`src/rtl/msdap_filter_sequencer_if.sv`:
```
// Bundles the sequencer's control, memory-read and result signals.
// The sequencer side uses the slave modport; the controller / memory side
// (sample writer, rj/coeff/data memories, result consumer) uses master.
interface msdap_filter_sequencer_if;
  logic        clear;
  logic        start;
  logic [7:0]  newest_addr;
  logic [3:0]  rj_addr;
  logic [15:0] rj_data;
  logic [8:0]  coeff_addr;
  logic [15:0] coeff_data;
  logic [7:0]  read_addr;
  logic [15:0] data_in;
  logic [39:0] y_out;
  logic        y_valid;
  logic        busy;
  logic        overrun;

  modport master (
    output clear, start, newest_addr, rj_data, coeff_data, data_in,
    input  rj_addr, coeff_addr, read_addr, y_out, y_valid, busy, overrun
  );

  modport slave (
    input  clear, start, newest_addr, rj_data, coeff_data, data_in,
    output rj_addr, coeff_addr, read_addr, y_out, y_valid, busy, overrun
  );
endinterface

```
`src/rtl/msdap_filter_sequencer.sv`:
```
// Per-channel MSDAP filter sequencer. For every new sample it walks the 16
// rj group counts, reads one coefficient per cycle, fetches the delayed
// sample from the circular data memory and builds the shift-and-add result:
// each group's partial sum is added to y and the total halved, so group j
// ends up weighted by 2^-(16-j). All memory reads are combinational.
module msdap_filter_sequencer (
  input logic                     clk,
  input logic                     rst_n,
  msdap_filter_sequencer_if.slave bus
);

  typedef enum logic [2:0] {
    IDLE,
    LOAD_RJ,
    ACCUM,
    SHIFT,
    DONE
  } seqState_t;

  seqState_t   r_state;
  seqState_t   w_nextState;

  logic [7:0]  r_base;
  logic [3:0]  r_j;
  logic [8:0]  r_c;
  logic [8:0]  r_cnt;
  logic [39:0] r_u;
  logic [39:0] r_y;
  logic [39:0] r_yOut;
  logic        r_yValid;
  logic        r_overrun;

  logic [3:0]  w_rjAddr;
  logic [8:0]  w_coeffAddr;
  logic [7:0]  w_readAddr;
  logic [7:0]  w_tapAddr;
  logic [39:0] w_operand;
  logic [39:0] w_ySum;
  logic [39:0] w_yNext;
  logic        w_unused;

  // Only the low nine rj bits and the low nine coefficient bits carry meaning.
  assign w_unused = ^{bus.rj_data[15:9], bus.coeff_data[15:9]};

  // Delayed sample address wraps naturally in the 256-entry circular buffer.
  assign w_tapAddr = r_base - bus.coeff_data[7:0];

  // Sample is placed in bits [31:16] so the 16 halvings keep its fraction.
  assign w_operand = {{8{bus.data_in[15]}}, bus.data_in, 16'h0000};

  // Group fold: add the partial sum, then arithmetic shift right by one.
  assign w_ySum  = r_y + r_u;
  assign w_yNext = {w_ySum[39], w_ySum[39:1]};

  // State register, cleared asynchronously so a reset aborts immediately.
  always_ff @(posedge clk or negedge rst_n) begin
    if (!rst_n) begin
      r_state <= IDLE;
    end else begin
      r_state <= w_nextState;
    end
  end

  // Next-state decode and memory address generation.
  always_comb begin
    w_nextState = r_state;
    w_rjAddr    = 4'd0;
    w_coeffAddr = 9'd0;
    w_readAddr  = bus.newest_addr;
    case (r_state)
      IDLE: begin
        if (bus.start) begin
          w_nextState = LOAD_RJ;
        end
      end
      LOAD_RJ: begin
        w_rjAddr    = r_j;
        w_coeffAddr = r_c;
        w_readAddr  = w_tapAddr;
        if (bus.rj_data[8:0] == 9'd0) begin
          w_nextState = SHIFT;
        end else begin
          w_nextState = ACCUM;
        end
      end
      ACCUM: begin
        w_rjAddr    = r_j;
        w_coeffAddr = r_c;
        w_readAddr  = w_tapAddr;
        if (r_cnt == 9'd1) begin
          w_nextState = SHIFT;
        end
      end
      SHIFT: begin
        w_rjAddr    = r_j;
        w_coeffAddr = r_c;
        w_readAddr  = w_tapAddr;
        if (r_j == 4'd15) begin
          w_nextState = DONE;
        end else begin
          w_nextState = LOAD_RJ;
        end
      end
      DONE: begin
        w_rjAddr    = r_j;
        w_coeffAddr = r_c;
        w_readAddr  = w_tapAddr;
        w_nextState = IDLE;
      end
      default: begin
        w_nextState = IDLE;
      end
    endcase
    if (bus.clear) begin
      w_nextState = IDLE;
    end
  end

  // Counters, accumulators, result register and the sticky overrun flag.
  always_ff @(posedge clk or negedge rst_n) begin
    if (!rst_n) begin
      r_base    <= 8'd0;
      r_j       <= 4'd0;
      r_c       <= 9'd0;
      r_cnt     <= 9'd0;
      r_u       <= 40'd0;
      r_y       <= 40'd0;
      r_yOut    <= 40'd0;
      r_yValid  <= 1'b0;
      r_overrun <= 1'b0;
    end else if (bus.clear) begin
      r_base    <= 8'd0;
      r_j       <= 4'd0;
      r_c       <= 9'd0;
      r_cnt     <= 9'd0;
      r_u       <= 40'd0;
      r_y       <= 40'd0;
      r_yOut    <= 40'd0;
      r_yValid  <= 1'b0;
      r_overrun <= 1'b0;
    end else begin
      r_yValid <= 1'b0;
      if (bus.start && (r_state != IDLE)) begin
        r_overrun <= 1'b1;
      end
      case (r_state)
        IDLE: begin
          if (bus.start) begin
            r_base <= bus.newest_addr;
            r_j    <= 4'd0;
            r_c    <= 9'd0;
            r_u    <= 40'd0;
            r_y    <= 40'd0;
          end
        end
        LOAD_RJ: begin
          r_cnt <= bus.rj_data[8:0];
        end
        ACCUM: begin
          if (bus.coeff_data[8]) begin
            r_u <= r_u - w_operand;
          end else begin
            r_u <= r_u + w_operand;
          end
          r_c   <= r_c + 9'd1;
          r_cnt <= r_cnt - 9'd1;
        end
        SHIFT: begin
          r_y <= w_yNext;
          r_u <= 40'd0;
          if (r_j == 4'd15) begin
            r_yOut   <= w_yNext;
            r_yValid <= 1'b1;
          end else begin
            r_j <= r_j + 4'd1;
          end
        end
        default: begin
        end
      endcase
    end
  end

  // Read address is forced to zero while reset is asserted.
  assign bus.read_addr  = rst_n ? w_readAddr : 8'd0;
  assign bus.rj_addr    = w_rjAddr;
  assign bus.coeff_addr = w_coeffAddr;
  assign bus.y_out      = r_yOut;
  assign bus.y_valid    = r_yValid;
  assign bus.busy       = (r_state != IDLE);
  assign bus.overrun    = r_overrun;

endmodule
```
`src/flat_wrapper.sv`:
```
// flat-port wrapper written by rule: the top's interface ports become plain ports
module msdap_filter_sequencer_flat 
  (clk, rst_n, bus_clear, bus_start, bus_newest_addr, bus_rj_data, bus_coeff_data, bus_data_in, bus_rj_addr, bus_coeff_addr, bus_read_addr, bus_y_out, bus_y_valid, bus_busy, bus_overrun);
  msdap_filter_sequencer_if bus_i ();
  input logic clk;
  input logic rst_n;
  input wire logic [$bits(bus_i.clear)-1:0] bus_clear;
  input wire logic [$bits(bus_i.start)-1:0] bus_start;
  input wire logic [$bits(bus_i.newest_addr)-1:0] bus_newest_addr;
  input wire logic [$bits(bus_i.rj_data)-1:0] bus_rj_data;
  input wire logic [$bits(bus_i.coeff_data)-1:0] bus_coeff_data;
  input wire logic [$bits(bus_i.data_in)-1:0] bus_data_in;
  output wire logic [$bits(bus_i.rj_addr)-1:0] bus_rj_addr;
  output wire logic [$bits(bus_i.coeff_addr)-1:0] bus_coeff_addr;
  output wire logic [$bits(bus_i.read_addr)-1:0] bus_read_addr;
  output wire logic [$bits(bus_i.y_out)-1:0] bus_y_out;
  output wire logic [$bits(bus_i.y_valid)-1:0] bus_y_valid;
  output wire logic [$bits(bus_i.busy)-1:0] bus_busy;
  output wire logic [$bits(bus_i.overrun)-1:0] bus_overrun;
  assign bus_i.clear = bus_clear;
  assign bus_i.start = bus_start;
  assign bus_i.newest_addr = bus_newest_addr;
  assign bus_i.rj_data = bus_rj_data;
  assign bus_i.coeff_data = bus_coeff_data;
  assign bus_i.data_in = bus_data_in;
  assign bus_rj_addr = bus_i.rj_addr;
  assign bus_coeff_addr = bus_i.coeff_addr;
  assign bus_read_addr = bus_i.read_addr;
  assign bus_y_out = bus_i.y_out;
  assign bus_y_valid = bus_i.y_valid;
  assign bus_busy = bus_i.busy;
  assign bus_overrun = bus_i.overrun;
  msdap_filter_sequencer u_core (.clk(clk), .rst_n(rst_n), .bus(bus_i));
endmodule
```
`config.mk`:
```
export PLATFORM = sky130hd
export DESIGN_NAME = msdap_filter_sequencer_flat
export DESIGN_NICKNAME = d
export VERILOG_FILES = /design/src/rtl/msdap_filter_sequencer_if.sv /design/src/rtl/msdap_filter_sequencer.sv /design/src/flat_wrapper.sv
export SDC_FILE = /design/constraint.sdc
export NUM_CORES = 1
export LEC_CHECK = 0
export CORE_ASPECT_RATIO = 0.7
export CORE_MARGIN = 3
export CORE_UTILIZATION = 40
export CTS_BUF_LIST = sky130_fd_sc_hd__clkbuf_4
export CTS_CLUSTER_DIAMETER = 60
export DETAILED_ROUTE_END_ITERATION = 10
export PLACE_DENSITY = 0.61
export SLEW_MARGIN = 20
export SYNTH_ARGS = -nofsm -noshare
export SYNTH_HDL_FRONTEND = slang
export SYNTH_SLANG_ARGS = --single-unit
export TNS_END_PERCENT = 50
```
`constraint.sdc`:
```
create_clock -name clk -period 5.3 [get_ports clk]
set_input_delay 1.59 -clock clk [delete_from_list [all_inputs] [get_ports clk]]
set_output_delay 1.59 -clock clk [all_outputs]
set_load 0.005 [all_outputs]
```
==> run_results.csv, run 1 <==
group,metric,value,unit
yosys,syn_area,8670,sq um
timing,min_period_over_period,98.2,%
timing,drv_slew,0,
yosys,synth_edf_count,0,
route,routed_wirelength,22000,microns
timing,worst_pin_slew,944,ps
cells_and_area,fin_cells,1384,
place,io_buffers,109,
setup_path,path_max_fanout,3,
power,pwr_density_cell,266,nW/um^2
floorplanning,die_area,23500,sq um
place,hpwl,16200,microns
yosys,ys.flop_type,"dfrtp_1",
yosys,synth_compound_area_share,22.8,%
global_routing,antenna_found_initial,0,
power,ir_worst_vdd,0.128,mV
global_routing,grt_use_total,19.2,%
setup_path,ff2ff_path_depth,10,
timing,setup_viol,0,
floorplanning,initial_core_util,41.2,%
timing,slew_headroom,37.0,%
yosys,synth-simple-area-share,16.7,%
cells_and_area,fin_util,50.7,%
yosys,syn_area_per_cell,9.02,sq um
cells_and_area,layout.nets,1217,
clock_network,htree_levels,4,
setup_path,arrival,3610,ps
clock_network,clk_pin_slew_worst_paths,110,ps
timing,final.setup_skew,22.1,ps
route,viasPerCell,5.33,
yosys,yosysWarnings,0,
global_routing,grt_max_degree,76,
timing,fmax,0.192,GHz
timing,finalHoldViolations,0,
clock_network,cts_buffers,17,
cells_and_area,n_fill_cell,2026,
yosys,ys_types,64,
yosys,async_flop_share,100,%
timing,rsz0062_at_grt,"true",
cells_and_area,drive_above_1_share,9.93,%
cells_and_area,n_antenna_cell,0,
yosys,syn-num-nets,1083,
setup_path,worstSetupEndpointType,"primary output",
timing,post-route-min-period,5200,ps
clock_network,insertion_delay,540,ps
clock_network,cts_sinks,136,
route,drc_errors,0,
place,placed_area,10300,sq um
cells_and_area,finish.instance_area,10700,sq um
setup_path,cp.required,3710,ps
clock_network,root_buffer,"clkbuf_4",
floorplanning,num_rows,44,
floorplanning,core,21000,sq um
outcome,status,"completed",
global_routing,grt_pass1_vias,7025,
place,dp.cells,1350,
clock_network,clk_path_buf_depth,2,
route,drtIter0Drc,526,
place,place_congestion,0.871,
global_routing,grt_pass1_wl,36800,microns
yosys,netlist_instances,961,
floorplanning,die_w,182,microns
yosys,synth-seq-area-share,39.3,%
clock_network,cts_tree,"built",
route,vias,7380,
yosys,muxShareOfSynthArea,1.31,%
global_routing,grt_remaining_overflow,0,
route,routedWlPerCell,15.9,microns
power,leakage,4.91,nW
min_path,min_path_type,"reg2reg",
timing,holdWs,485,ps
setup_path,path_class,"in2out",
run,maxCapViolCount,0,
yosys,ys_seq_elements,136,
route,first_pass_iters,5,
yosys,synth_top_family_by_area,"compound AO/OA/AOI/OAI gates",
setup_path,startpoint_type,"input pin",
cells_and_area,syn_to_final_growth,22.9,%
floorplanning,die_h,129,microns
floorplanning,io_pins,124,
route,ant_nets,0,
yosys,synthXorXnorAreaFrac,7.48,%
yosys,synth-adder-area-share,9.12,%
min_path,worstHoldPathCells,1,
==> Yosys cell counts (2+ instances only) <==
master | number | area, sq um
dfrtp_1 | 136 | 3400
o21ai_0 | 104 | 521
nand2_1 | 99 | 372
nor2_1 | 78 | 293
a21oi_1 | 66 | 330
ha_1 | 60 | 751
a22o_1 | 57 | 499
xnor2_1 | 48 | 420
clkbuf_1 | 34 | 128
inv_1 | 31 | 116
xor2_1 | 26 | 228
nor3_1 | 20 | 100
nand3_1 | 19 | 95.1
and2_1 | 17 | 106
a21o_1 | 16 | 120
nand2b_1 | 15 | 93.8
nor2b_1 | 15 | 93.8
a211oi_1 | 10 | 75.1
nand4_1 | 10 | 62.6
mux2i_1 | 8 | 80.1
a31oi_1 | 6 | 37.5
and3_1 | 6 | 37.5
nor4_1 | 6 | 37.5
o21a_1 | 6 | 45.0
o31ai_1 | 6 | 45.0
or3_1 | 6 | 37.5
o21bai_1 | 4 | 30.0
a311oi_1 | 3 | 26.3
buf_1 | 3 | 11.3
a2111o_1 | 2 | 22.5
a21boi_0 | 2 | 15.0
a22oi_1 | 2 | 15.0
a31o_2 | 2 | 17.5
fa_1 | 2 | 40.0
nand3b_1 | 2 | 15.0
nor2_2 | 2 | 12.5
o2111ai_1 | 2 | 17.5
o211ai_1 | 2 | 15.0
o22ai_1 | 2 | 12.5
or2_2 | 2 | 12.5
==> metal layers <==
metal | vias to the layer above | wire length [microns] | track usage (%)
met2 | 156 | 8890 | 27.7
met5 | - | 0 | 0
met1 | 3496 | 11900 | 30.0
li1 | 3711 | - | -
met3 | 17 | 1040 | 3.48
met4 | 0 | 199 | 3.67
==> worst max-delay path: stages <==
cell and delay [ps]:
clkdlybuf4s50_1 470, inv_1 40, ha_1 310, a21boi_1 150
o21a_1 200, nor2_2 120, o21bai_1 70, a21oi_1 160
xnor2_1 140, o22ai_1 100, clkdlybuf4s15_2 250
==> state kept, by name (all words and copies together) (netlist names) <==
register            cells
u_core.r_j              4
u_core.bus.overrun      1
u_core.r_u             24
u_core.r_base           8
u_core.bus.y_valid      1
u_core.r_state          3
u_core.r_cnt            9
u_core.r_y             38
u_core.r_c              9
u_core.bus.y_out       39
==> per-stage QoR <==
step	TNS (ps)	setup WS (ps)	total power, mW
6_report	0	96.1	2.84
5_1_grt	-13.0	-13.0	3.02
4_1_cts	0	6.86	2.86
3_5_place_dp	-1610	-585	2.03
3_3_place_gp	-1490	-545	2.02
2_1_floorplan	0	496	1.73
==> cell families after synthesis <==
| logic type | count (synthesis) |
|---|---|
| xor gates and xnor gates | 74 |
| DFF | 136 |
| adders and majority gates | 62 |
| muxes | 10 |
| and+or+nand+nor | 304 |
| AOI/OAI and AO/OA | 303 |
| buffers and inverters | 71 |
| other | 1 |
==> final timing paths <==
| check | start | endpoint | slack, ps |
|---|---|---|---|
| setup / recovery | bus_coeff_data[3] | bus_read_addr[7] | 100 |
| hold / removal | u_core.r_c[8] | u_core.r_c[8] | 490 |
| max in group asynchronous | rst_n | u_core.r_y[20] | 3200 |
| hold reg to reg | u_core.r_c[8] | u_core.r_c[8] | 490 |
| min in group asynchronous | rst_n | u_core.r_base[4] | 880 |
| setup reg to reg | u_core.r_u[19] | u_core.bus.y_out[29] | 2300 |
==> cell usage in the layout (no fill, tap or decap), types with 26 or more instances in the layout <==
| cell | synthesis | routed |
|---|---|---|
| xnor2_1 | 48 | 47 |
| a22o_1 | 57 | 57 |
| inv_1 | 31 | 31 |
| xor2_1 | 26 | 26 |
| nand2_1 | 99 | 99 |
| ha_1 | 60 | 58 |
| buf_4 | 1 | 46 |
| a21oi_1 | 66 | 65 |
| dfrtp_1 | 136 | 136 |
| nor2_1 | 78 | 75 |
| o21ai_0 | 104 | 102 |
| clkdlybuf4s50_1 | 0 | 102 |
==> repair_timing <==
item                                    in CTS  in global routing
endpoints found under the hold margin        0                  0
endpoints found under the setup margin       5                  4
buffers inserted                             2                  0
resized for setup                           17                  6
hold buffers                                 0                  0
pin swaps                                    5                  2
==> power by group <==
group / internal [mW] / switching [mW] / total, mW
registers: 1.10 / 0.0644 / 1.16
clock network: 0.392 / 0.423 / 0.814
logic: 0.370 / 0.490 / 0.861
==> area by class of cell <==
cell class | instances | area, sq um | share of cell area [%]
clock buffers | 19 | 143 | 1.34
repair buffers | 155 | 1430 | 13.4
inverters | 31 | 116 | 1.09
well taps | 276 | 345 | 3.24
flip-flops and latches | 136 | 3400 | 31.9
clock inverters | 13 | 193 | 1.81
multi-input cells | 754 | 5020 | 47.2
Power figures use the tool's default switching activity.
==> run 2, diff against run 1 <==
--- a/config.mk
+++ b/config.mk
@@ -5,13 +5,12 @@
 export SDC_FILE = /design/constraint.sdc
 export NUM_CORES = 1
 export LEC_CHECK = 0
-export CORE_ASPECT_RATIO = 0.7
 export CORE_MARGIN = 3
 export CORE_UTILIZATION = 40
 export CTS_BUF_LIST = sky130_fd_sc_hd__clkbuf_4
 export CTS_CLUSTER_DIAMETER = 60
 export DETAILED_ROUTE_END_ITERATION = 10
-export PLACE_DENSITY = 0.61
+export PLACE_DENSITY = 0.64
 export SLEW_MARGIN = 20
 export SYNTH_ARGS = -nofsm -noshare
 export SYNTH_HDL_FRONTEND = slang
==> run 2 against run 1 <==
Effect of this change: power shrank 6.2%; largest cell class unchanged; count of clock-buffer cells in the layout grew 2; largest power group unchanged; critical path depth rose by 1; cell area decreased by 1.6%; final cell count decreased by 1.0%; worst hold slack gained 7.1 ps; wire length is 1.4% lower.
==> run_results.csv, run 2 (synthesized netlist as in run 1, its figures left out) <==
group,metric,value,unit
outcome,status,"completed",
setup_path,path_max_fanout,3,
setup_path,path_class,"in2out",
clock_network,root_buffer,"clkbuf_4",
clock_network,hold_buffers,0,
cells_and_area,syn_to_final_growth,21.0,%
cells_and_area,final_common_cell,"dfrtp_1",
route,viasPerCell,5.35,
setup_path,startpoint_type,"input pin",
timing,finalHoldViolations,0,
timing,min_period_over_period,97.7,%
route,drc_errors,0,
global_routing,antenna_found_initial,0,
clock_network,cts_buffers,17,
cells_and_area,n_fill_cell,2042,
clock_network,htree_levels,4,
route,routed_wirelength,21700,microns
setup_path,arrival,3590,ps
place,dp.cells,1337,
floorplanning,initial_core_util,41.0,%
global_routing,grt_pass1_wl,35700,microns
timing,setup_viol,0,
floorplanning,die_w,153,microns
floorplanning,core,21200,sq um
clock_network,cts_tree,"built",
floorplanning,num_rows,53,
global_routing,grt_use_total,18.4,%
place,hpwl,15900,microns
route,drtIter0Drc,344,
power,leakage,4.81,nW
global_routing,busiest_layer,"met2",
timing,worst_pin_slew,1030,ps
timing,final.setup_skew,17.2,ps
global_routing,grt_remaining_overflow,0,
timing,rsz0062_at_grt,"true",
global_routing,grtUsageMet1,26.5,%
setup_path,worstSetupEndpointType,"primary output",
cells_and_area,largest_reg_flops,39,
clock_network,cts_sinks,136,
floorplanning,io_pins,124,
timing,fmax,0.193,GHz
place,io_buffers,109,
global_routing,globalRouteMet3Util,3.43,%
timing,drv_slew,0,
power,pwr_density_cell,254,nW/um^2
cells_and_area,layout.nets,1204,
cells_and_area,final_cell_mix,"dfrtp_1 (136), clkdlybuf4s50_1 (103), o21ai_0 (102)",
clock_network,clk_path_buf_depth,2,
global_routing,grt_use_met2,29.0,%
cells_and_area,fin_cells,1370,
run,maxCapViolCount,0,
cells_and_area,fin_util,49.6,%
timing,slew_headroom,31.2,%
floorplanning,die_h,153,microns
global_routing,grt_max_degree,58,
route,ant_nets,0,
cells_and_area,drive_above_1_share,8.49,%
timing,post-route-min-period,5180,ps
clock_network,clk_pin_slew_worst_paths,110,ps
clock_network,insertion_delay,550,ps
route,routedWlPerCell,15.8,microns
route,vias,7328,
timing,final.setup.tns,0,ps
place,place_congestion,0.832,
global_routing,grt_pass1_vias,6989,
cells_and_area,n_antenna_cell,0,
min_path,min_path_type,"reg2reg",
route,first_pass_iters,5,
setup_path,cp.required,3710,ps
floorplanning,die_area,23500,sq um
power,ir_worst_vdd,0.136,mV
run 2: where the power goes:
group	internal, mW	switching, mW
sequential	1.10	0.0665
clock	0.293	0.372
combinational	0.356	0.478
total	1.75	0.916
run 2: per-layer routing:
metal / vias to the layer above / part of all wire, %
li1: 3694 / -
met1: 3476 / 49
met2: 141 / 46
met3: 17 / 3.6
met4: 0 / 1.0
met5: - / 0
run 2: path summary, 6_finish.rpt:
| kind | from | cells after the start | to | slack, ps |
|---|---|---|---|---|
| hold / removal | u_core.bus.y_out[5] | 2 | u_core.bus.y_out[5] | 490 |
| min in group asynchronous | rst_n | 1 | u_core.bus.y_out[37] | 920 |
| setup / recovery | bus_coeff_data[2] | 12 | bus_read_addr[5] | 120 |
| hold reg to reg | u_core.bus.y_out[5] | 2 | u_core.bus.y_out[5] | 490 |
| setup reg to reg | u_core.r_u[17] | 10 | u_core.bus.y_out[35] | 2310 |
| max in group asynchronous | rst_n | 3 | u_core.bus.y_out[12] | 2690 |
run 2: final cells by class:
type	count	area [sq um]	area share, %
sequential	136	3400	32.5
multi-input combinational	754	5030	48.0
timing repair buffer	142	1330	12.7
tap	275	344	3.28
clock inverter	11	106	1.01
clock buffer	21	158	1.50
inverter	31	116	1.11
run 2: worst max-delay path, stage by stage:
cell	delay [ps]
clkdlybuf4s50_1	460
inv_1	60
ha_4	270
o21ai_1	70
a21boi_1	190
o21a_1	150
nor2_2	40
buf_4	130
xnor2_2	120
mux2i_1	170
nor2b_1	70
dlygate4sd2_1	260
run 2: stage by stage:
step	hold slack [ps]	area, sq um	setup slack [ps]	power, mW
5_1_grt	525	10500	-14.2	2.84
4_1_cts	495	10500	48.8	2.68
6_report	492	10500	121	2.66
3_5_place_dp	470	10200	-560	2.01
3_3_place_gp	465	10200	-580	2.00
2_1_floorplan	442	8670	496	1.73
run 2: repair_timing:
action | CTS | global route
setup endpoints to repair | 5 | 3
setup buffers | 1 | 0
resized for setup | 13 | 8
pin swaps | 4 | 6
==> run 3, diff against run 2 <==
--- a/config.mk
+++ b/config.mk
@@ -5,12 +5,12 @@
 export SDC_FILE = /design/constraint.sdc
 export NUM_CORES = 1
 export LEC_CHECK = 0
-export CORE_MARGIN = 3
+export CORE_MARGIN = 2
 export CORE_UTILIZATION = 40
 export CTS_BUF_LIST = sky130_fd_sc_hd__clkbuf_4
 export CTS_CLUSTER_DIAMETER = 60
 export DETAILED_ROUTE_END_ITERATION = 10
-export PLACE_DENSITY = 0.64
+export PLACE_DENSITY = 0.66
 export SLEW_MARGIN = 20
 export SYNTH_ARGS = -nofsm -noshare
 export SYNTH_HDL_FRONTEND = slang
==> constraint.sdc (replaced) <==
create_clock -name clk -period 4.6 [get_ports clk]
set_input_delay 1.38 -clock clk [delete_from_list [all_inputs] [get_ports clk]]
set_output_delay 1.38 -clock clk [all_outputs]
set_load 0.005 [all_outputs]
==> run 3 against run 2 <==
Effect of this change: non-clock buffer count rose by 62; worst setup slack got worse by 45 ps; via count rose by 3.5%; sequential share of layout area fell by 1.4 points; die area fell by 2.6%; critical path depth rose by 2; wire length rose by 0.83%; clock skew fell by 2.1 ps; global-route usage rose by 1.7 points; count of clock-buffer cells in the layout fell by 3; final cell count rose by 4.5%.
==> run_results.csv, run 3 (synthesized netlist as in run 1, its figures left out) <==
group,metric,value,unit
clock_network,cts_tree,"built",
cells_and_area,final_common_cell,"dfrtp_1",
timing,finalHoldViolations,0,
run,maxCapViolCount,0,
global_routing,grt_use_total,20.1,%
clock_network,cts_buffers,17,
clock_network,clk_pin_slew_worst_paths,120,ps
global_routing,grt_pass1_vias,7451,
place,placed_area,10700,sq um
setup_path,path_class,"in2out",
global_routing,grt_max_degree,137,
global_routing,antenna_found_initial,0,
floorplanning,core,21200,sq um
global_routing,grt_remaining_overflow,0,
clock_network,root_buffer,"clkbuf_4",
power,leakage,5.12,nW
floorplanning,die_w,151,microns
route,ant_nets,0,
setup_path,arrival,3140,ps
cells_and_area,final_cell_mix,"dfrtp_1 (136), o21ai_0 (102), nand2_1 (99)",
setup_path,ff2ff_path_depth,10,
route,drc_errors,0,
cells_and_area,n_antenna_cell,0,
timing,min_period_over_period,98.3,%
setup_path,startpoint_type,"input pin",
timing,setup_viol,0,
cells_and_area,syn_to_final_growth,26.5,%
timing,post-route-min-period,4520,ps
route,vias,7582,
cells_and_area,largest_reg_flops,39,
min_path,worstHoldPathCells,1,
timing,rsz0062_at_grt,"true",
place,place_congestion,0.871,
route,drtIter0Drc,464,
outcome,status,"completed",
route,first_pass_iters,5,
place,hpwl,16100,microns
power,power.total,3.11,mW
cells_and_area,layout.nets,1266,
power,ir_worst_vdd,0.181,mV
clock_network,clk_path_buf_depth,2,
setup_path,path_max_fanout,2,
setup_path,worstSetupEndpointType,"primary output",
global_routing,grt_pass1_wl,36600,microns
route,routed_wirelength,21900,microns
route,routedWlPerCell,15.3,microns
clock_network,insertion_delay,540,ps
timing,slew_headroom,44.4,%
setup_path,cp.required,3220,ps
timing,drv_slew,0,
timing,worst_pin_slew,835,ps
clock_network,cts_sinks,136,
cells_and_area,drive_above_1_share,14.3,%
cells_and_area,finish.instance_area,11000,sq um
floorplanning,die_area,22900,sq um
cells_and_area,fin_util,51.8,%
timing,final.setup_skew,15.1,ps
clock_network,htree_levels,4,
min_path,min_path_type,"reg2reg",
power,pwr_density_cell,284,nW/um^2
place,io_buffers,109,
floorplanning,initial_core_util,41.0,%
floorplanning,die_h,151,microns
timing,fmax,0.221,GHz
route,viasPerCell,5.29,
floorplanning,io_pins,124,
floorplanning,num_rows,53,
run 3: cell types whose count changed in the layout (fill, tap and decap cells not counted), moves of 2 or more:
cell,delta
inv_2,+2
buf_4,+61
clkinv_4,+2
clkdlybuf4s50_1,-5
o21ai_2,+2
o21ai_1,-2
xnor2_2,-2
clkinvlp_4,+2
buf_2,+2
clkbuf_4,-3
inv_1,-2
run 3: critical path, stage by stage:
cell	delay (ps)
buf_2	100
inv_1	40
ha_1	270
nor2b_1	140
o21ai_2	140
a21boi_2	70
o21a_1	190
nor2_2	120
buf_4	120
o21bai_1	50
a21oi_1	150
xnor2_1	130
o22ai_1	80
buf_2	160
run 3: metrics by stage:
stage / hold WS (ps) / std cells / worst slack, ps / TNS, ps
6_report: 482 / 1432 / 76.0 / 0
5_1_grt: 521 / 1432 / -50.2 / -51.7
4_1_cts: 487 / 1432 / 2.28 / 0
3_5_place_dp: 469 / 1398 / -817 / -5260
3_3_place_gp: 465 / 1398 / -795 / -4500
2_1_floorplan: 442 / 961 / 6.02 / 0
run 3: layout make-up:
| cell class | count | area (sq um) |
|---|---|---|
| Inverter | 31 | 116 |
| Clock inverter | 14 | 110 |
| Clock buffer | 18 | 135 |
| Multi-Input combinational cell | 754 | 5060 |
| Timing Repair Buffer | 204 | 1790 |
| Sequential cell | 136 | 3400 |
| Fill cell | 2003 | 10200 |
| Tap cell | 275 | 344 |
run 3: repair_timing:
action,in CTS,in global routing
resized for setup,33,7
endpoints found under the hold margin,0,0
pin swaps,14,7
setup endpoints to repair,7,9
buffers inserted,3,0
hold buffers,0,0
run 3: power breakdown:
part | switching, mW | internal, mW | leakage, nW
clock network | 0.443 | 0.266 | 0.130
registers | 0.0751 | 1.26 | 1.88
logic | 0.575 | 0.486 | 3.11
total | 1.09 | 2.02 | 5.12
run 3: per-layer routing:
metal	track usage (%)	part of all wire, %
met5	0	0
met4	4.44	0.84
met3	4.10	4.0
met2	32.6	47
met1	27.7	48
run 3: worst paths after layout:
| check | slack (ps) | startpoint | end |
|---|---|---|---|
| setup / recovery | 80 | bus_coeff_data[1] | bus_read_addr[7] |
| max in group asynchronous | 2990 | rst_n | u_core.bus.overrun |
| setup reg to reg | 1590 | u_core.r_u[17] | u_core.r_y[35] |
| hold / removal | 480 | u_core.r_c[8] | u_core.r_c[8] |
| min in group asynchronous | 890 | rst_n | u_core.r_c[0] |
| hold reg to reg | 480 | u_core.r_c[8] | u_core.r_c[8] |
